**src/rtl/hd_miter_pkg.sv**
```systemverilog
// Shared types and helpers for the sequential Hamming-distance miter.
package hd_miter_pkg;

    typedef enum logic [1:0] {
        IDLE = 2'd0,
        SCAN = 2'd1,
        DONE = 2'd2
    } hd_state_e;

    function automatic int hd_width(input int width);
        return $clog2(width + 1);
    endfunction

    // Increment v, holding at the all-ones value of a w-bit counter.
    function automatic logic [63:0] sat_inc(input logic [63:0] v, input int w);
        logic [63:0] lim;
        lim = (w >= 64) ? '1 : ((64'd1 << w) - 64'd1);
        return (v == lim) ? v : v + 64'd1;
    endfunction

endpackage

```
**src/rtl/hd_popcount.sv**
```systemverilog
// Combinational population count of an N-bit word.
module hd_popcount #(
    parameter int N = 16
) (
    input  logic [N-1:0]             x_i,
    output logic [$clog2(N+1)-1:0]   cnt_o
);

    always_comb begin
        cnt_o = '0;
        for (int i = 0; i < N; i++) begin
            cnt_o = cnt_o + ($clog2(N+1))'(x_i[i]);
        end
    end

endmodule

```
**src/rtl/hd_miter_seq.sv**
```systemverilog
// Hamming-distance miter reducing a^b CHUNK bits per cycle, with threshold flag,
// optional early exit and a saturating failure counter.
module hd_miter_seq
    import hd_miter_pkg::*;
#(
    parameter int WIDTH = 64,
    parameter int CHUNK = 16,
    parameter int HD_W  = hd_width(WIDTH),
    parameter int CNT_W = 32
) (
    input  logic             clk,
    input  logic             rst_n,
    input  logic             in_valid,
    output logic             in_ready,
    input  logic [WIDTH-1:0] a,
    input  logic [WIDTH-1:0] b,
    input  logic [HD_W-1:0]  thr,
    input  logic             early_exit_en,
    output logic             out_valid,
    input  logic             out_ready,
    output logic [HD_W-1:0]  hd,
    output logic             f,
    input  logic             clr_cnt,
    output logic [CNT_W-1:0] err_cnt,
    output hd_state_e        state_o
);

    localparam int NBEAT  = WIDTH / CHUNK;
    localparam int BEAT_W = (NBEAT > 1) ? $clog2(NBEAT) : 1;
    localparam int PC_W   = $clog2(CHUNK + 1);

    generate
        if (WIDTH % CHUNK != 0) begin : g_bad_chunk
            $error("hd_miter_seq: CHUNK must divide WIDTH");
        end
    endgenerate

    hd_state_e          state_q, state_d;
    logic [WIDTH-1:0]   diff_q;
    logic [HD_W-1:0]    thr_q;
    logic               ee_q;
    logic [HD_W-1:0]    acc_q;
    logic [BEAT_W-1:0]  beat_q;
    logic [HD_W-1:0]    hd_q;
    logic               f_q;
    logic [CNT_W-1:0]   cnt_q, cnt_d;

    logic [CHUNK-1:0]   chunk;
    logic [PC_W-1:0]    chunk_cnt;
    logic [HD_W-1:0]    acc_next;
    logic               scan_done;

    assign chunk     = diff_q[beat_q*CHUNK +: CHUNK];
    assign acc_next  = acc_q + HD_W'(chunk_cnt);
    assign scan_done = (beat_q == BEAT_W'(NBEAT - 1)) || (ee_q && (acc_next > thr_q));

    hd_popcount #(.N(CHUNK)) u_popcount (
        .x_i   (chunk),
        .cnt_o (chunk_cnt)
    );

    always_ff @(posedge clk) begin
        if (!rst_n) state_q <= IDLE;
        else        state_q <= state_d;
    end

    always_comb begin
        state_d = state_q;
        case (state_q)
            IDLE:    if (in_valid)  state_d = SCAN;
            SCAN:    if (scan_done) state_d = DONE;
            DONE:    if (out_ready) state_d = IDLE;
            default: state_d = IDLE;
        endcase
    end

    // in_ready is gated by rst_n so nothing is accepted while reset is held.
    always_comb begin
        in_ready  = rst_n && (state_q == IDLE);
        out_valid = (state_q == DONE);
        hd        = hd_q;
        f         = f_q;
        err_cnt   = cnt_q;
        state_o   = state_q;
    end

    always_ff @(posedge clk) begin
        if (!rst_n) begin
            diff_q <= '0;
            thr_q  <= '0;
            ee_q   <= 1'b0;
            acc_q  <= '0;
            beat_q <= '0;
            hd_q   <= '0;
            f_q    <= 1'b0;
        end else begin
            case (state_q)
                IDLE: if (in_valid) begin
                    diff_q <= a ^ b;
                    thr_q  <= thr;
                    ee_q   <= early_exit_en;
                    acc_q  <= '0;
                    beat_q <= '0;
                end
                SCAN: begin
                    acc_q  <= acc_next;
                    beat_q <= beat_q + 1'b1;
                    if (scan_done) begin
                        hd_q <= acc_next;
                        f_q  <= (acc_next > thr_q);
                    end
                end
                default: ;
            endcase
        end
    end

    // Clear wins over a same-cycle failing handshake.
    always_comb begin
        cnt_d = cnt_q;
        if (clr_cnt)
            cnt_d = '0;
        else if (out_valid && out_ready && f_q)
            cnt_d = CNT_W'(sat_inc(64'(cnt_q), CNT_W));
    end

    always_ff @(posedge clk) begin
        if (!rst_n) cnt_q <= '0;
        else        cnt_q <= cnt_d;
    end

endmodule
```
**config.mk**
```make
export PLATFORM = sky130hd
export DESIGN_NAME = hd_miter_seq
export DESIGN_NICKNAME = d
export VERILOG_FILES = /design/src/rtl/hd_miter_pkg.sv /design/src/rtl/hd_popcount.sv /design/src/rtl/hd_miter_seq.sv
export SDC_FILE = /design/constraint.sdc
export NUM_CORES = 1
export LEC_CHECK = 0
export BUFFER_PORTS_ARGS = -buffer_cell sky130_fd_sc_hd__buf_4
export CORE_MARGIN = 4
export CORE_UTILIZATION = 34
export DETAILED_ROUTE_END_ITERATION = 8
export PLACE_DENSITY_LB_ADDON = 0.3
export SLEW_MARGIN = 20
export SYNTH_ARGS = -nofsm -noshare
export SYNTH_HDL_FRONTEND = slang
export SYNTH_SLANG_ARGS = --single-unit
```
**constraint.sdc**
```tcl
create_clock -name clk -period 11.04 [get_ports clk]
set_input_delay 1.656 -clock clk [delete_from_list [all_inputs] [get_ports clk]]
set_output_delay 1.656 -clock clk [all_outputs]
set_load 0.02 [all_outputs]
```
Word level (Yosys, flattened, before mapping). Index checks and enable logic that the tools add are counted.

Flip-flop bits (word level): 123. Bits of input ports: 141. Output and inout port bits: 44. Logic and storage cells: 60.

$add $sub $neg: 18. Magnitude comparators: 1. Equal/unequal tests: 7. Shift-type cells: 1. Muxes and demuxes: 8. Bitwise operators: 3. Reductions and logical operators: 13.

Operators with widths (count): 5-bit by 1-bit adder with 5-bit output (14); 64-bit by 7-bit indexed part select with 16-bit output (1); 64-bit XOR (1); 32-bit by 1-bit adder with 32-bit output (second input constant) (1); 32-bit == test (second input constant) (1); 7-bit case mux with 2 select lines (1); 2-bit two-way mux (4); 2-bit AND reduction (4); 7-bit by 5-bit adder with 7-bit output (1); 7-bit greater-than comparator (1); 7-bit two-way mux (1); 2-bit case mux with 3 select lines (1); 2-bit == test (second input constant) (2); 1-bit logical AND (4); 2-bit inequality test (second input constant) (2); 2-bit case mux with 2 select lines (1); 3-bit AND reduction (1); 1-bit by 1-bit adder with 2-bit output (1); 2-bit by 1-bit adder with 2-bit output (second input constant) (1); 2-bit by 1-bit == test with 1-bit output (second input constant) (1); 2-bit zero test (1); 2-bit by 1-bit inequality test with 1-bit output (second input constant) (1); 1-bit inverter (2); 2-bit nonzero test (1); other kinds (2) (2).

Logic depth before layout (Yosys ltp).
Word-level depth: 22. Mapped depth: 27.

Cells and area by module. From an unflattened synthesis, not the netlist that was laid out.

Cells, all modules: 723. Area total of the unflattened synthesis: 6572.6 µm².

Modules (own cells, without submodules): hd_miter_seq (instances 1, cells each 676, area an instance 6164.7 µm²); hd_popcount (instances 1, cells each 47, area an instance 407.9 µm²).

Worst setup path before layout. OpenSTA, ideal clock, no wires.

Path kind: register -> register. Start: register beat_q[0]. End: register hd_q[3], in the netlist hd[3]. Library setup time: 74 ps. Arrival: 8096 ps. Setup slack: 2869 ps. Cell stages (with the launch flop): 25. Cells stage by stage: dfxtp_1 > clkbuf_1 > buf_2 > mux4_2 > ha_1 > fa_1 > fa_1 > fa_1 > inv_1 > fa_1 > fa_1 > fa_1 > inv_1 > ha_1 > a21o_1 > and4_1 > or3_1 > and2_1 > ha_1 > nand4_1 > a21o_1 > a2111oi_1 > buf_2 > nand3_1 > o21ai_0.

Word-level cells in the longest chain between the ends: 21. Elaborated cells on any way between the ends: 22. Those cells by class: add/sub (16); order compare (1); eq/ne (1); shift (1); reduce/logical (3).

Ends and longest elaborated chain: start: declaration (line hd_miter_seq.sv:43) `logic [BEAT_W-1:0] beat_q;`; start signal: assignment (line hd_miter_seq.sv:107) `beat_q <= beat_q + 1'b1;`; 64-bit by 7-bit indexed part select with 16-bit output * (line hd_miter_seq.sv:53) `assign chunk = diff_q[beat_q*CHUNK +: CHUNK];`; 1-bit by 1-bit adder with 2-bit output (line hd_popcount.sv:12) `cnt_o = cnt_o + ($clog2(N+1))'(x_i[i]);`; 5-bit by 1-bit adder with 5-bit output (13 in a row) (line hd_popcount.sv:12); 5-bit by 1-bit adder with 5-bit output * (line hd_popcount.sv:12); 7-bit by 5-bit adder with 7-bit output * (line hd_miter_seq.sv:54) `assign acc_next = acc_q + HD_W'(chunk_cnt);`; net acc_next[5] (line hd_miter_seq.sv:50) `logic [HD_W-1:0] acc_next;`; 7-bit greater-than comparator * (line hd_miter_seq.sv:55) `assign scan_done = (beat_q == BEAT_W'(NBEAT - 1)) || (ee_q && (acc_next > thr_q));`; 1-bit logical AND * (line hd_miter_seq.sv:55); 1-bit logical OR * (line hd_miter_seq.sv:55); 2-bit AND reduction (no line) *; end signal: assignment (line hd_miter_seq.sv:109) `hd_q <= acc_next;`; end: declaration (line hd_miter_seq.sv:44) `logic [HD_W-1:0] hd_q;`.

Mark *: on every way through the listed nets, which the timed path passes. The rest lies on a longest branch. A chain may end at the register's enable or synchronous reset.

Worst setup path after layout.
Start: register beat_q[1]. End: register hd_q[0], in the netlist hd[0].

Same word-level chain as after synthesis.

==> flow_metrics.py <==
metrics = {
    "run_status": {
        "status": "finished, final reports clean",
    },
    "grt": {
        "grt_max_degree": 115,
        "track_usage_pct": 15.6,
        "grt_pass1_wl_mm": 28.1,
        "grt_pass1_vias": 5697,
        "grt.overflow.total": 0,
        "antenna_found_initial": 0,
    },
    "detailed_routing": {
        "wl_met3_um": 984,
        "wl_met2_mm": 7.82,
        "ant_nets": 0,
        "wl_mm": 17.0,
        "firstDrtPassIters": 5,
        "avgRoutedWirePerCell_um": 14.6,
        "via_count": 5784,
        "drc": 0,
        "drtIter0Drc": 344,
        "highest_layer": "met4",
        "wl_met1_mm": 7.97,
        "viasPerCell": 4.96,
    },
    "sta": {
        "min_period_ns": 7.69,
        "maxSlewViolCount": 0,
        "fin_setup_tns_ns": 0,
        "maxSlewHeadroom_pct": 29.9,
        "worst_pin_slew_ns": 1.05,
        "fin_hold_ws_ns": 0.460,
        "fin_skew_ns": 0.00921,
        "fmax_ghz": 0.130,
        "hold_viol_final": 0,
        "post-route-period-util_pct": 69.7,
        "setup_viol": 0,
        "rsz0062_at_grt": "no",
    },
    "floorplanning": {
        "die_w_um": 149,
        "dieArea_um2": 22300,
        "io_pins": 185,
        "coreArea_um2": 19600,
        "num_rows": 51,
        "die_h_um": 149,
        "start_util_pct": 34.7,
    },
    "finish": {
        "num_antenna_cells": 0,
        "final_nets": 1060,
        "multi_input_area_um2": 4040,
        "final_cell_mix": "188 x buf_4, 123 x dfxtp_1, 119 x nand2_1",
        "fillers": 1910,
        "area_delta_synth_final_pct": 31.9,
        "regArea_um2": 2460,
        "final_common_cell": "buf_4",
        "drive_gt1_share_pct": 27.6,
    },
    "place": {
        "hpwl_mm": 12.5,
        "portBuffers": 184,
        "place_congestion": 0.803,
    },
    "setup_path": {
        "critPathKind": "flip-flop to flip-flop",
        "cp-start-kind": "flip-flop",
        "endpoint_kind": "flip-flop",
        "worstPathMaxFanout": 18,
        "cp.required_ns": 11.35,
        "cp.arrival_ns": 8.01,
    },
    "clock_network": {
        "hold_buffers": 0,
        "cts.htree.levels": 4,
        "cts_setup_buffers": 0,
        "clkTransAtPathRegs_ns": 0.06,
        "cts_root_buf": "clkbuf_16",
        "numCtsBuffers": 17,
        "cts_resized": 0,
        "clock-sinks": 123,
        "cts_tree": "yes",
        "cts_buffer_depth": 2,
        "clock_latency_ns": 0.42,
    },
    "logic_synthesis": {
        "ys_warn_count": 0,
        "syn_inst": 724,
        "synth_flop_cell": "dfxtp_1",
        "synth.distinct_cells": 54,
        "syn_area_um2": 6800,
        "ys_seq_area_share_pct": 36.2,
        "synth_edf_count": 0,
        "avgSynthCellArea_um2": 9.39,
        "synth_seq_cells": 123,
        "synthArstFlopShare_pct": 0,
        "synth.net_count": 896,
    },
    "hold_path": {
        "holdCritPathClass": "flip-flop to flip-flop",
    },
    "job": {
        "cap_violations": 0,
    },
    "power_and_ir_drop": {
        "power_w": 0.00235,
        "p_per_area_nw_per_um2": 262,
        "ir_drop_v": 0.000206,
        "leakage_nw": 4.22,
    },
}
[layout make-up]
type	count	area share [%]
Inverter	36	1.51
Clock buffer	17	4.74
Sequential cell	123	27.4
Timing Repair Buffer	188	15.7
Multi-Input combinational cell	522	45.0
Tap cell	265	3.70
Clock inverter	15	1.85
[synthesized netlist by cell type, types with 3 or more instances]
cell type | count | area, um^2
or4_1 | 9 | 67.6
nand3_1 | 25 | 125
a21oi_1 | 15 | 75.1
a31oi_1 | 3 | 18.8
o311ai_0 | 5 | 43.8
a21o_1 | 6 | 45.0
nand2b_1 | 12 | 75.1
a21boi_0 | 15 | 113
inv_1 | 36 | 135
o21ai_0 | 20 | 100
and4_1 | 3 | 26.3
ha_1 | 20 | 250
and2_1 | 7 | 43.8
mux4_2 | 16 | 360
nor2_1 | 11 | 41.3
mux2i_1 | 7 | 70.1
xnor2_1 | 73 | 639
fa_1 | 11 | 220
o211a_1 | 65 | 651
nor3b_1 | 4 | 30.0
nand4_1 | 9 | 56.3
nor2b_1 | 6 | 37.5
o211ai_1 | 5 | 37.5
nand2_1 | 119 | 447
or3_1 | 8 | 50.1
o21a_1 | 4 | 30.0
o31ai_1 | 3 | 22.5
nor4_1 | 7 | 43.8
o41ai_1 | 5 | 43.8
and3_1 | 6 | 37.5
buf_1 | 3 | 11.3
buf_2 | 4 | 20.0
dfxtp_1 | 123 | 2460
clkbuf_1 | 35 | 131
[metrics by stage]
step	area, um^2	cells	util, %	setup WS, ns
floorplan	6800	724	-	2.87
global placement	8380	1134	42.8	3.48
detailed placement	8380	1134	42.8	3.36
CTS	8970	1166	45.8	3.33
global route	8970	1166	45.8	2.88
finish	8970	1166	45.8	3.35
[kinds of logic after synthesis]
group | Yosys count | synth area share (%)
flops | 123 | 36.2
xor+xnor | 73 | 9.40
mux | 23 | 6.33
fa+ha+maj | 31 | 6.92
compound gates | 151 | 18.0
buf+inv | 79 | 4.49
simple gates | 244 | 18.7
[sequential cells by signal (all words and copies together), names as in the netlist]
name	flops
acc_q	7
beat_q	2
diff_q	64
ee_q	1
err_cnt	32
f	1
hd	7
state_o	2
thr_q	7
[where the power goes]
part | leakage (nW) | internal, W | total [W] | switching [W]
logic | 2.92 | 0.000544 | 0.00124 | 0.000694
clock network | 0.291 | 0.000323 | 0.000560 | 0.000238
registers | 1.01 | 0.000511 | 0.000554 | 0.0000426
[worst max-delay path: stages (launching register included)]
cell and delay, ns:
dfxtp_1 0.85, mux4_2 0.42, ha_1 0.33, fa_1 0.51
fa_1 0.52, fa_1 0.54, inv_1 0.05, fa_1 0.52
fa_1 0.48, fa_1 0.51, fa_1 0.46, nor2b_1 0.17
o2111ai_1 0.14, and3_1 0.21, or2_2 0.29, ha_1 0.34
nand4_1 0.16, a21o_1 0.22, a2111oi_2 0.30, buf_4 0.27
nor2_1 0.07, a31o_2 0.20
[final timing paths]
| path | end | cells after the start | startpoint | slack [ns] |
|---|---|---|---|---|
| max | hd[0] | 21 | beat_q[1] | 3.35 |
| min | hd[6] | 2 | hd[6] | 0.46 |
| max reg2reg | hd[0] | 21 | beat_q[1] | 3.35 |
| min reg2reg | hd[6] | 2 | hd[6] | 0.46 |
[routing by layer]
layer  vias to the layer above  GRT usage (%)
li1                       2925              -
met1                      2689           21.1
met2                       151           24.5
met3                        19           4.03
met4                         0           5.03
met5                         -              0
No activity file was read; power rests on OpenSTA's default activity.
